`src/rtl/tile_row_renderer.sv`:
```
// tile_row_renderer
//   Draws one horizontal row of N_TILES equal character tiles at a fixed
//   origin. It holds a writable character buffer, can blink highlighted tiles,
//   and can rotate the row as a marquee. For every pixel it produces the
//   character code, the sprite ROM address and a highlight flag. All of these
//   outputs appear exactly two clocks after x/y.
//
// Ports
//   clk          pixel clock
//   reset        asynchronous, active-low reset
//   x, y         current pixel column / row
//   frame_start  one-cycle pulse per frame; advances the blink and scroll timers
//   wr_en        write strobe for the character buffer
//   wr_idx       slot to write; slots at or beyond N_TILES are ignored
//   wr_char      character code to store; 0 marks an empty tile
//   hl_mask      per-tile highlight request
//   blink_en     highlight blinks when 1 and is steady when 0
//   scroll_en    marquee rotation enable
//   in_tile      pixel lies in a non-empty tile whose glyph is addressable
//   highlight    pixel lies in a highlighted tile, after blink gating
//   tile_idx     tile under the pixel
//   char_code    character code for the pixel
//   sprite_addr  sprite ROM address of the pixel
module tile_row_renderer #(
    parameter int N_TILES       = 8,
    parameter int IDX_W         = 4,
    parameter int TILE_W        = 50,
    parameter int TILE_H        = 50,
    parameter int GAP           = 0,
    parameter int X0            = 120,
    parameter int Y0            = 215,
    parameter int CHAR_BASE     = 33,
    parameter int BLINK_FRAMES  = 30,
    parameter int SCROLL_FRAMES = 20
) (
    input  logic                 clk,
    input  logic                 reset,
    input  logic [9:0]           x,
    input  logic [8:0]           y,
    input  logic                 frame_start,
    input  logic                 wr_en,
    input  logic [IDX_W-1:0]     wr_idx,
    input  logic [7:0]           wr_char,
    input  logic [N_TILES-1:0]   hl_mask,
    input  logic                 blink_en,
    input  logic                 scroll_en,
    output logic                 in_tile,
    output logic                 highlight,
    output logic [IDX_W-1:0]     tile_idx,
    output logic [7:0]           char_code,
    output logic [18:0]          sprite_addr
);

    localparam int PITCH    = TILE_W + GAP;
    localparam int GLYPH_SZ = TILE_W * TILE_H;
    localparam int BC_W     = $clog2(BLINK_FRAMES + 1);
    localparam int SC_W     = $clog2(SCROLL_FRAMES + 1);

    // character buffer and frame timers
    logic [7:0]      buffer_q [N_TILES];
    logic [7:0]      buffer_d [N_TILES];
    logic [BC_W-1:0] blink_cnt_q, blink_cnt_d;
    logic            blink_phase_q, blink_phase_d;
    logic [SC_W-1:0] scroll_cnt_q, scroll_cnt_d;

    // stage 1
    logic             hit_q, hit_d;
    logic [IDX_W-1:0] idx_q, idx_d;
    logic [9:0]       dx_q, dx_d;
    logic [8:0]       dy_q, dy_d;

    // stage 2 (outputs)
    logic             in_tile_q, in_tile_d;
    logic             highlight_q, highlight_d;
    logic [IDX_W-1:0] tile_idx_q, tile_idx_d;
    logic [7:0]       char_q, char_d;
    logic [18:0]      sprite_addr_q, sprite_addr_d;

    logic [7:0] cur_char;
    logic       cur_hl;
    logic       rotate;

    // Blink timer. While blinking is disabled the timer is held at its
    // start so the first blink period is always full length.
    always_comb begin
        blink_cnt_d   = blink_cnt_q;
        blink_phase_d = blink_phase_q;
        if (!blink_en) begin
            blink_cnt_d   = '0;
            blink_phase_d = 1'b1;
        end else if (frame_start) begin
            if (blink_cnt_q == BC_W'(BLINK_FRAMES - 1)) begin
                blink_cnt_d   = '0;
                blink_phase_d = ~blink_phase_q;
            end else begin
                blink_cnt_d = blink_cnt_q + 1'b1;
            end
        end
    end

    // Scroll timer and buffer update. The rotation is applied first, so a
    // write in the same cycle lands in the slot of the rotated buffer.
    always_comb begin
        scroll_cnt_d = scroll_cnt_q;
        rotate       = 1'b0;
        if (!scroll_en) begin
            scroll_cnt_d = '0;
        end else if (frame_start) begin
            if (scroll_cnt_q == SC_W'(SCROLL_FRAMES - 1)) begin
                scroll_cnt_d = '0;
                rotate       = 1'b1;
            end else begin
                scroll_cnt_d = scroll_cnt_q + 1'b1;
            end
        end

        for (int k = 0; k < N_TILES; k++) begin
            buffer_d[k] = rotate ? buffer_q[(k + 1) % N_TILES] : buffer_q[k];
        end
        // the compare loop only covers legal slots, so out-of-range writes
        // fall through untouched
        if (wr_en) begin
            for (int k = 0; k < N_TILES; k++) begin
                if (wr_idx == IDX_W'(k)) begin
                    buffer_d[k] = wr_char;
                end
            end
        end
    end

    // Stage 1: locate the tile under the pixel. The bounds are half-open,
    // so at most one tile can match.
    always_comb begin
        hit_d = 1'b0;
        idx_d = '0;
        dx_d  = '0;
        dy_d  = '0;
        if ((32'(y) >= Y0) && (32'(y) < Y0 + TILE_H)) begin
            for (int i = 0; i < N_TILES; i++) begin
                if ((32'(x) >= X0 + i * PITCH) && (32'(x) < X0 + i * PITCH + TILE_W)) begin
                    hit_d = 1'b1;
                    idx_d = IDX_W'(i);
                    dx_d  = 10'(32'(x) - (X0 + i * PITCH));
                    dy_d  = 9'(32'(y) - Y0);
                end
            end
        end
    end

    // Stage 2: look up the character and form the outputs. An empty tile or
    // a miss forces every output to zero. A glyph below CHAR_BASE reports its
    // code and index but is never addressed and is never drawn.
    always_comb begin
        cur_char = '0;
        cur_hl   = 1'b0;
        for (int k = 0; k < N_TILES; k++) begin
            if (idx_q == IDX_W'(k)) begin
                cur_char = buffer_q[k];
                cur_hl   = hl_mask[k];
            end
        end

        in_tile_d     = 1'b0;
        highlight_d   = 1'b0;
        tile_idx_d    = '0;
        char_d        = '0;
        sprite_addr_d = '0;
        if (hit_q && (cur_char != 8'd0)) begin
            tile_idx_d = idx_q;
            char_d     = cur_char;
            if (32'(cur_char) >= CHAR_BASE) begin
                in_tile_d     = 1'b1;
                sprite_addr_d = 19'((32'(cur_char) - CHAR_BASE) * GLYPH_SZ
                                    + 32'(dy_q) * TILE_W + 32'(dx_q));
                highlight_d   = cur_hl & (blink_en ? blink_phase_q : 1'b1);
            end
        end
    end

    always_ff @(posedge clk or negedge reset) begin
        if (!reset) begin
            for (int k = 0; k < N_TILES; k++) begin
                buffer_q[k] <= '0;
            end
            blink_cnt_q   <= '0;
            blink_phase_q <= 1'b1;
            scroll_cnt_q  <= '0;
            hit_q         <= 1'b0;
            idx_q         <= '0;
            dx_q          <= '0;
            dy_q          <= '0;
            in_tile_q     <= 1'b0;
            highlight_q   <= 1'b0;
            tile_idx_q    <= '0;
            char_q        <= '0;
            sprite_addr_q <= '0;
        end else begin
            for (int k = 0; k < N_TILES; k++) begin
                buffer_q[k] <= buffer_d[k];
            end
            blink_cnt_q   <= blink_cnt_d;
            blink_phase_q <= blink_phase_d;
            scroll_cnt_q  <= scroll_cnt_d;
            hit_q         <= hit_d;
            idx_q         <= idx_d;
            dx_q          <= dx_d;
            dy_q          <= dy_d;
            in_tile_q     <= in_tile_d;
            highlight_q   <= highlight_d;
            tile_idx_q    <= tile_idx_d;
            char_q        <= char_d;
            sprite_addr_q <= sprite_addr_d;
        end
    end

    assign in_tile     = in_tile_q;
    assign highlight   = highlight_q;
    assign tile_idx    = tile_idx_q;
    assign char_code   = char_q;
    assign sprite_addr = sprite_addr_q;

endmodule

```
`config.mk`:
```
export PLATFORM = sky130hd
export DESIGN_NAME = tile_row_renderer
export DESIGN_NICKNAME = d
export VERILOG_FILES = /design/src/rtl/tile_row_renderer.sv
export SDC_FILE = /design/constraint.sdc
export NUM_CORES = 1
export LEC_CHECK = 0
export ABC_CLOCK_PERIOD_IN_PS = 7080
export BUFFER_PORTS_ARGS = -buffer_cell sky130_fd_sc_hd__buf_2
export CORE_MARGIN = 3
export CORE_UTILIZATION = 55
export CTS_CLUSTER_DIAMETER = 60
export DETAILED_ROUTE_END_ITERATION = 10
export PLACE_DENSITY = 0.77
export SETUP_SLACK_MARGIN = 0.15
export SYNTH_ARGS = -nofsm -noshare
export SYNTH_HDL_FRONTEND = slang
export SYNTH_SLANG_ARGS = --single-unit
export TNS_END_PERCENT = 10
```
`constraint.sdc`:
```
create_clock -name clk -period 7.08 [get_ports clk]
set_clock_uncertainty 0.1 [all_clocks]
set_input_delay 0.354 -clock clk [delete_from_list [all_inputs] [get_ports clk]]
set_output_delay 0.354 -clock clk [all_outputs]
set_load 0.02 [all_outputs]
```
# Word-level counts from Yosys, hierarchy flattened
# Cells that the tools add are included.
# totals
reg_bits	132
latch_bits	0
ramBits	0
mem_bits_ro	0
input_bits	45
output_inout_bits	33
memories	0
# op_classes
add_sub_neg	14
multipliers	2
div_mod_pow	0
order_cmp	19
eq_ne	19
shift	0
n_mux	89
n_bitwise	2
reduce_logical	14
# ops
cell	count
2-to-1 mux 8 bit	25
2-to-1 mux 10 bit	9
2-to-1 mux 9 bit	9
2-to-1 mux 64 bit	1
greater-or-equal comparator 10 x 9 -> 1 bit, second input constant	5
< comparator 10 x 9 -> 1 bit, second input constant	5
subtractor 10 x 9 -> 10 bit, second input constant	5
2-to-1 mux 19 bit	2
equality test 4 x 3 -> 1 bit, second input constant	8
multiplier 32 x 10 -> 17 bit, second input constant	1
2-to-1 mux 4 bit	8
2-to-1 mux 5 bit	6
2-to-1 mux 1 bit	29
greater-or-equal comparator 10 x 8 -> 1 bit, second input constant	2
< comparator 10 x 8 -> 1 bit, second input constant	2
subtractor 10 x 8 -> 10 bit, second input constant	2
adder 19 x 10 -> 19 bit	1
adder 19 x 15 -> 19 bit	1
equality test 4 x 2 -> 1 bit, second input constant	4
multiplier 9 x 5 -> 14 bit, second input constant	1
adder 5 x 1 -> 5 bit, second input constant	2
equality test 5 bit, second input constant	2
greater-or-equal comparator 10 x 7 -> 1 bit, second input constant	1
logical AND 1 bit	10
15 further kinds	18

# Depth between registers and ports, before layout
# logic_depth
word_depth	15
mapped_depth	30
mapped_depth_nobuf	28

# Least setup slack after synthesis
# OpenSTA, ideal clock, no wires.
# synth_timing
path_kind	register to register
from	register idx_q[1]
to	register sprite_addr_q[18] (netlist: sprite_addr[18])
setup_ns	0.127
arrival_time_ns	7.271
slack_ns	-0.419
path_stages_with_launch	25
path_cell_list	dfrtp_1 > mux4_2 > mux2i_2 > ha_1 > nand4_1 > o21ai_1 > nand3_1 > fa_1 > inv_1 > ha_1 > fa_1 > ha_1 > inv_1 > fa_1 > inv_1 > ha_1 > or3_1 > nand3_1 > xnor2_1 > ha_1 > a2111o_1 > a311o_1 > nand4_1 > xor3_1 > mux2_1
# synth_between
elab_chain_cells	15
word_cells_on_any_way	25
classes_between	3 x add/sub; 1 x mul; 1 x order compare; 7 x eq/ne; 10 x mux; 3 x reduce/logical
# synth_rtl
item	line	rtl
start, declared	68	logic [IDX_W-1:0] idx_q, idx_d;
start signal, assigned	205	idx_q <= idx_d;
logical NOT 4 bit	157	if (idx_q == IDX_W'(k)) begin
2-to-1 mux 8 bit (7 in a row)	157	
2-to-1 mux 8 bit *	157	
subtractor 8 x 6 -> 9 bit	173	sprite_addr_d = 19'((32'(cur_char) - CHAR_BASE) * GLYPH_SZ
multiplier 32 x 10 -> 17 bit	173	
adder 19 x 15 -> 19 bit	174	+ 32'(dy_q) * TILE_W + 32'(dx_q));
adder 19 x 10 -> 19 bit	174	
2-to-1 mux 19 bit	171	if (32'(cur_char) >= CHAR_BASE) begin
2-to-1 mux 19 bit *	168	if (hit_q && (cur_char != 8'd0)) begin
via sprite_addr_d[18]	77	logic [18:0] sprite_addr_q, sprite_addr_d;
end signal, assigned	212	sprite_addr_q <= sprite_addr_d;
end, declared	77	
# The timed path passes the listed nets; every way through them passes the cells marked *.
# A chain may end at the register's enable or synchronous reset.

# Worst setup path in the final report
# layout_timing
from	register idx_q[2]
to	register sprite_addr_q[18] (netlist: sprite_addr[18])
# The elaborated chain is that of the path after synthesis.

==> metrics.cfg <==
[status]
outcome=completed

[floorplanning]
placementRows=50
initial_core_util_pct=57.2
io_pins=78
core_mm2=0.0191
die_y_um=147
dieArea_mm2=0.0216
dieWidth_um=147

[synthesis]
syn-instance-count=1190
netlist_area_mm2=0.0109
seq_area_frac_synth_pct=29.7
synth.yosys.warnings=0
syn_nets=1378
synth_top_area_share_pct=29.5
synth_ff_type=dfrtp_1
synthTopCellsByArea=dfrtp_1 29%, ha_1 13%, mux2i_1 6.3%, fa_1 5.9%, a21oi_1 4.3%
synth.avg_cell_area_um2=9.20
synth_cell_types=83
ys_ff_latch=130
async_reset_ff_share_pct=100
synth-edff-count=0
synth_largest_area_cell=dfrtp_1

[cells_and_area]
fin_area_mm2=0.0126
final_common_cell=dfrtp_1
postLayoutCoreUtil_pct=65.8
final_cell_mix=126 x dfrtp_1, 125 x inv_1, 116 x nor2_1
drive_gt1_share_pct=16.9
fillers=1486
synthToLayoutAreaGrowth_pct=15.0
nets=1453
antennaDiodeCount=0

[critical_path]
cp_max_fo=6
cpPeakStageDelay_ns=0.51
crit_family=adder cells
worst-path-buf-inv=4
cp-end-kind=flip-flop
startpoint_type=flip-flop
path_common_cell=ha_1
cp_slowest_cell=mux4_2
path_class=reg -> reg
crit_required_ns=7.28
crit_arrival_ns=7.14

[timing]
fmax_ghz=0.144
setup_viol=0
maxSlewViolCount=0
rsz0062_at_grt=true
min_period_ns=6.94
fin_setup_tns_ns=0
tightest_slew_ns=1.28
period_share_pct=98.0
hold_viol=0
maxSlewHeadroom_pct=14.2
holdWs_ns=0.0502

[clocking]
clkTransAtPathRegs_ns=0.06
root_buffer=clkbuf_16
clock_latency_ns=0.44
h-tree-depth=4
tritoncts=built
numCtsBuffers=17
clock_path_buffers=2
cts_sinks=130

[route]
drc=0
routedWlPerCell_um=17.1
top_layer=met5
viasPerCell=5.81
dr.pass1.iters=7
ant_nets=0
drt_iter0_drc=820
num_vias=8931
drt-met1-wl_um=11400
route.met3.wl_um=1330
wl_met2_um=12900
routed_wl_um=26300

[run]
maxCapViolations=0

[global_routing]
grt.overflow.total=0
antenna_found_initial=2
first_global_vias=8652
grt_max_degree=79
track_usage_pct=24.5
grt_pass1_wl_um=43300

[placement]
port-buffer-count=76
dp_hpwl_um=18600
placed_area_mm2=0.0117
place_congestion=0.951

[hold_path]
holdCritPathClass=in -> reg

==> worst paths after layout <==
kind / start / endpoint / slack [ns] / cells after the start
setup / recovery: idx_q[2] / sprite_addr[18] / 0.14 / 27
hold / removal: y[0] / dy_q[0] / 0.05 / 2
setup reg to reg: idx_q[2] / sprite_addr[18] / 0.14 / 27
hold reg to reg: dx_q[0] / sprite_addr[0] / 0.35 / 1
max in group asynchronous: reset / idx_q[1] / 5.00 / 3
min in group asynchronous: reset / scroll_cnt_q[3] / 0.39 / 2
==> routing by layer <==
layer,global-route usage (%),up-vias
met4,7.22,4
met3,4.41,56
li1,-,4268
met1,32.6,4330
met2,41.2,273
met5,0,-
==> repair_timing <==
item | 4_1_cts | 5_1_grt
resized for setup | 20 | 16
hold endpoints to repair | 52 | 0
hold buffers | 2 | 0
pin swaps | 15 | 13
endpoints found under the setup margin | 1 | 4
buffers inserted | 10 | 6
==> stage by stage <==
stage | setup WS [ns] | cells
6_report | 0.143 | 1538
5_1_grt | -0.121 | 1538
4_1_cts | 0.154 | 1532
3_5_place_dp | -0.151 | 1488
3_3_place_gp | 0.0115 | 1488
2_1_floorplan | 0.292 | 1190
==> worst register-to-register path: stages (launching register included) <==
cell and delay (ns):
dfrtp_2 0.45, buf_12 0.13, mux4_2 0.51, mux2i_4 0.20
and2_4 0.20, nand3_4 0.12, xor2_4 0.19, fa_1 0.47
ha_1 0.29, ha_1 0.28, ha_1 0.28, inv_1 0.05
fa_1 0.50, inv_1 0.06, ha_4 0.26, nand3_1 0.10
o211ai_1 0.10, buf_4 0.15, nor4_4 0.31, nor3_2 0.09
xnor2_1 0.13, ha_1 0.23, ha_4 0.23, a2111o_1 0.43
a311o_1 0.30, nand4_1 0.10, xor3_1 0.23, mux2_1 0.32
==> area by class of cell <==
| type | count | area [um2] | share of cell area, % |
|---|---|---|---|
| Multi-Input combinational cell | 873 | 7210 | 57.3 |
| Sequential cell | 130 | 3260 | 25.9 |
| Timing Repair Buffer | 117 | 737 | 5.85 |
| Inverter | 126 | 473 | 3.76 |
| Clock buffer | 17 | 425 | 3.38 |
| Tap cell | 260 | 325 | 2.58 |
| Clock inverter | 15 | 164 | 1.30 |
==> kinds of logic after synthesis <==
logic type                 count (synthesis)  share of synthesized area, %
AOI/OAI and AO/OA                        266                          15.4
xor gates and xnor gates                  65                          5.47
adders and majority gates                143                          18.5
buffers and inverters                    187                          6.83
DFF                                      130                          29.7
muxes                                     93                          10.7
other                                      1                        0.0342
and+or+nand+nor                          305                          13.3
==> cells in the mapped netlist (all sizes together) (3+ instances only) <==
cell type and number:
a211o 6, a211oi 9, a21boi 8, a21o 15
a21oi 94, a31o 3, a31oi 6, a41o 3
a41oi 5, and2 17, and3 7, buf 19
clkbuf 42, dfrtp 129, fa 32, ha 111
inv 126, mux2 3, mux2i 76, mux4 14
nand2 66, nand2b 11, nand3 21, nand3b 5
nand4 7, nor2 116, nor2b 18, nor3 14
nor3b 3, nor4 5, o2111ai 3, o211ai 4
o21a 4, o21ai 62, o21bai 9, o221ai 5
o22ai 5, or3 6, xnor2 37, xor2 27
==> registers in the layout, summed over array words and instances, names as in the netlist, 3 cells and up <==
| register | count |
|---|---|
| sprite_addr | 19 |
| tile_idx | 3 |
| char_code | 8 |
| blink_cnt_q | 5 |
| dy_q | 9 |
| buffer_q | 64 |
| scroll_cnt_q | 5 |
| dx_q | 10 |
| idx_q | 3 |
Power is left out: the tool's default activity adds up to more than one toggle a clock period on the data nets, which glitch-free logic cannot reach.
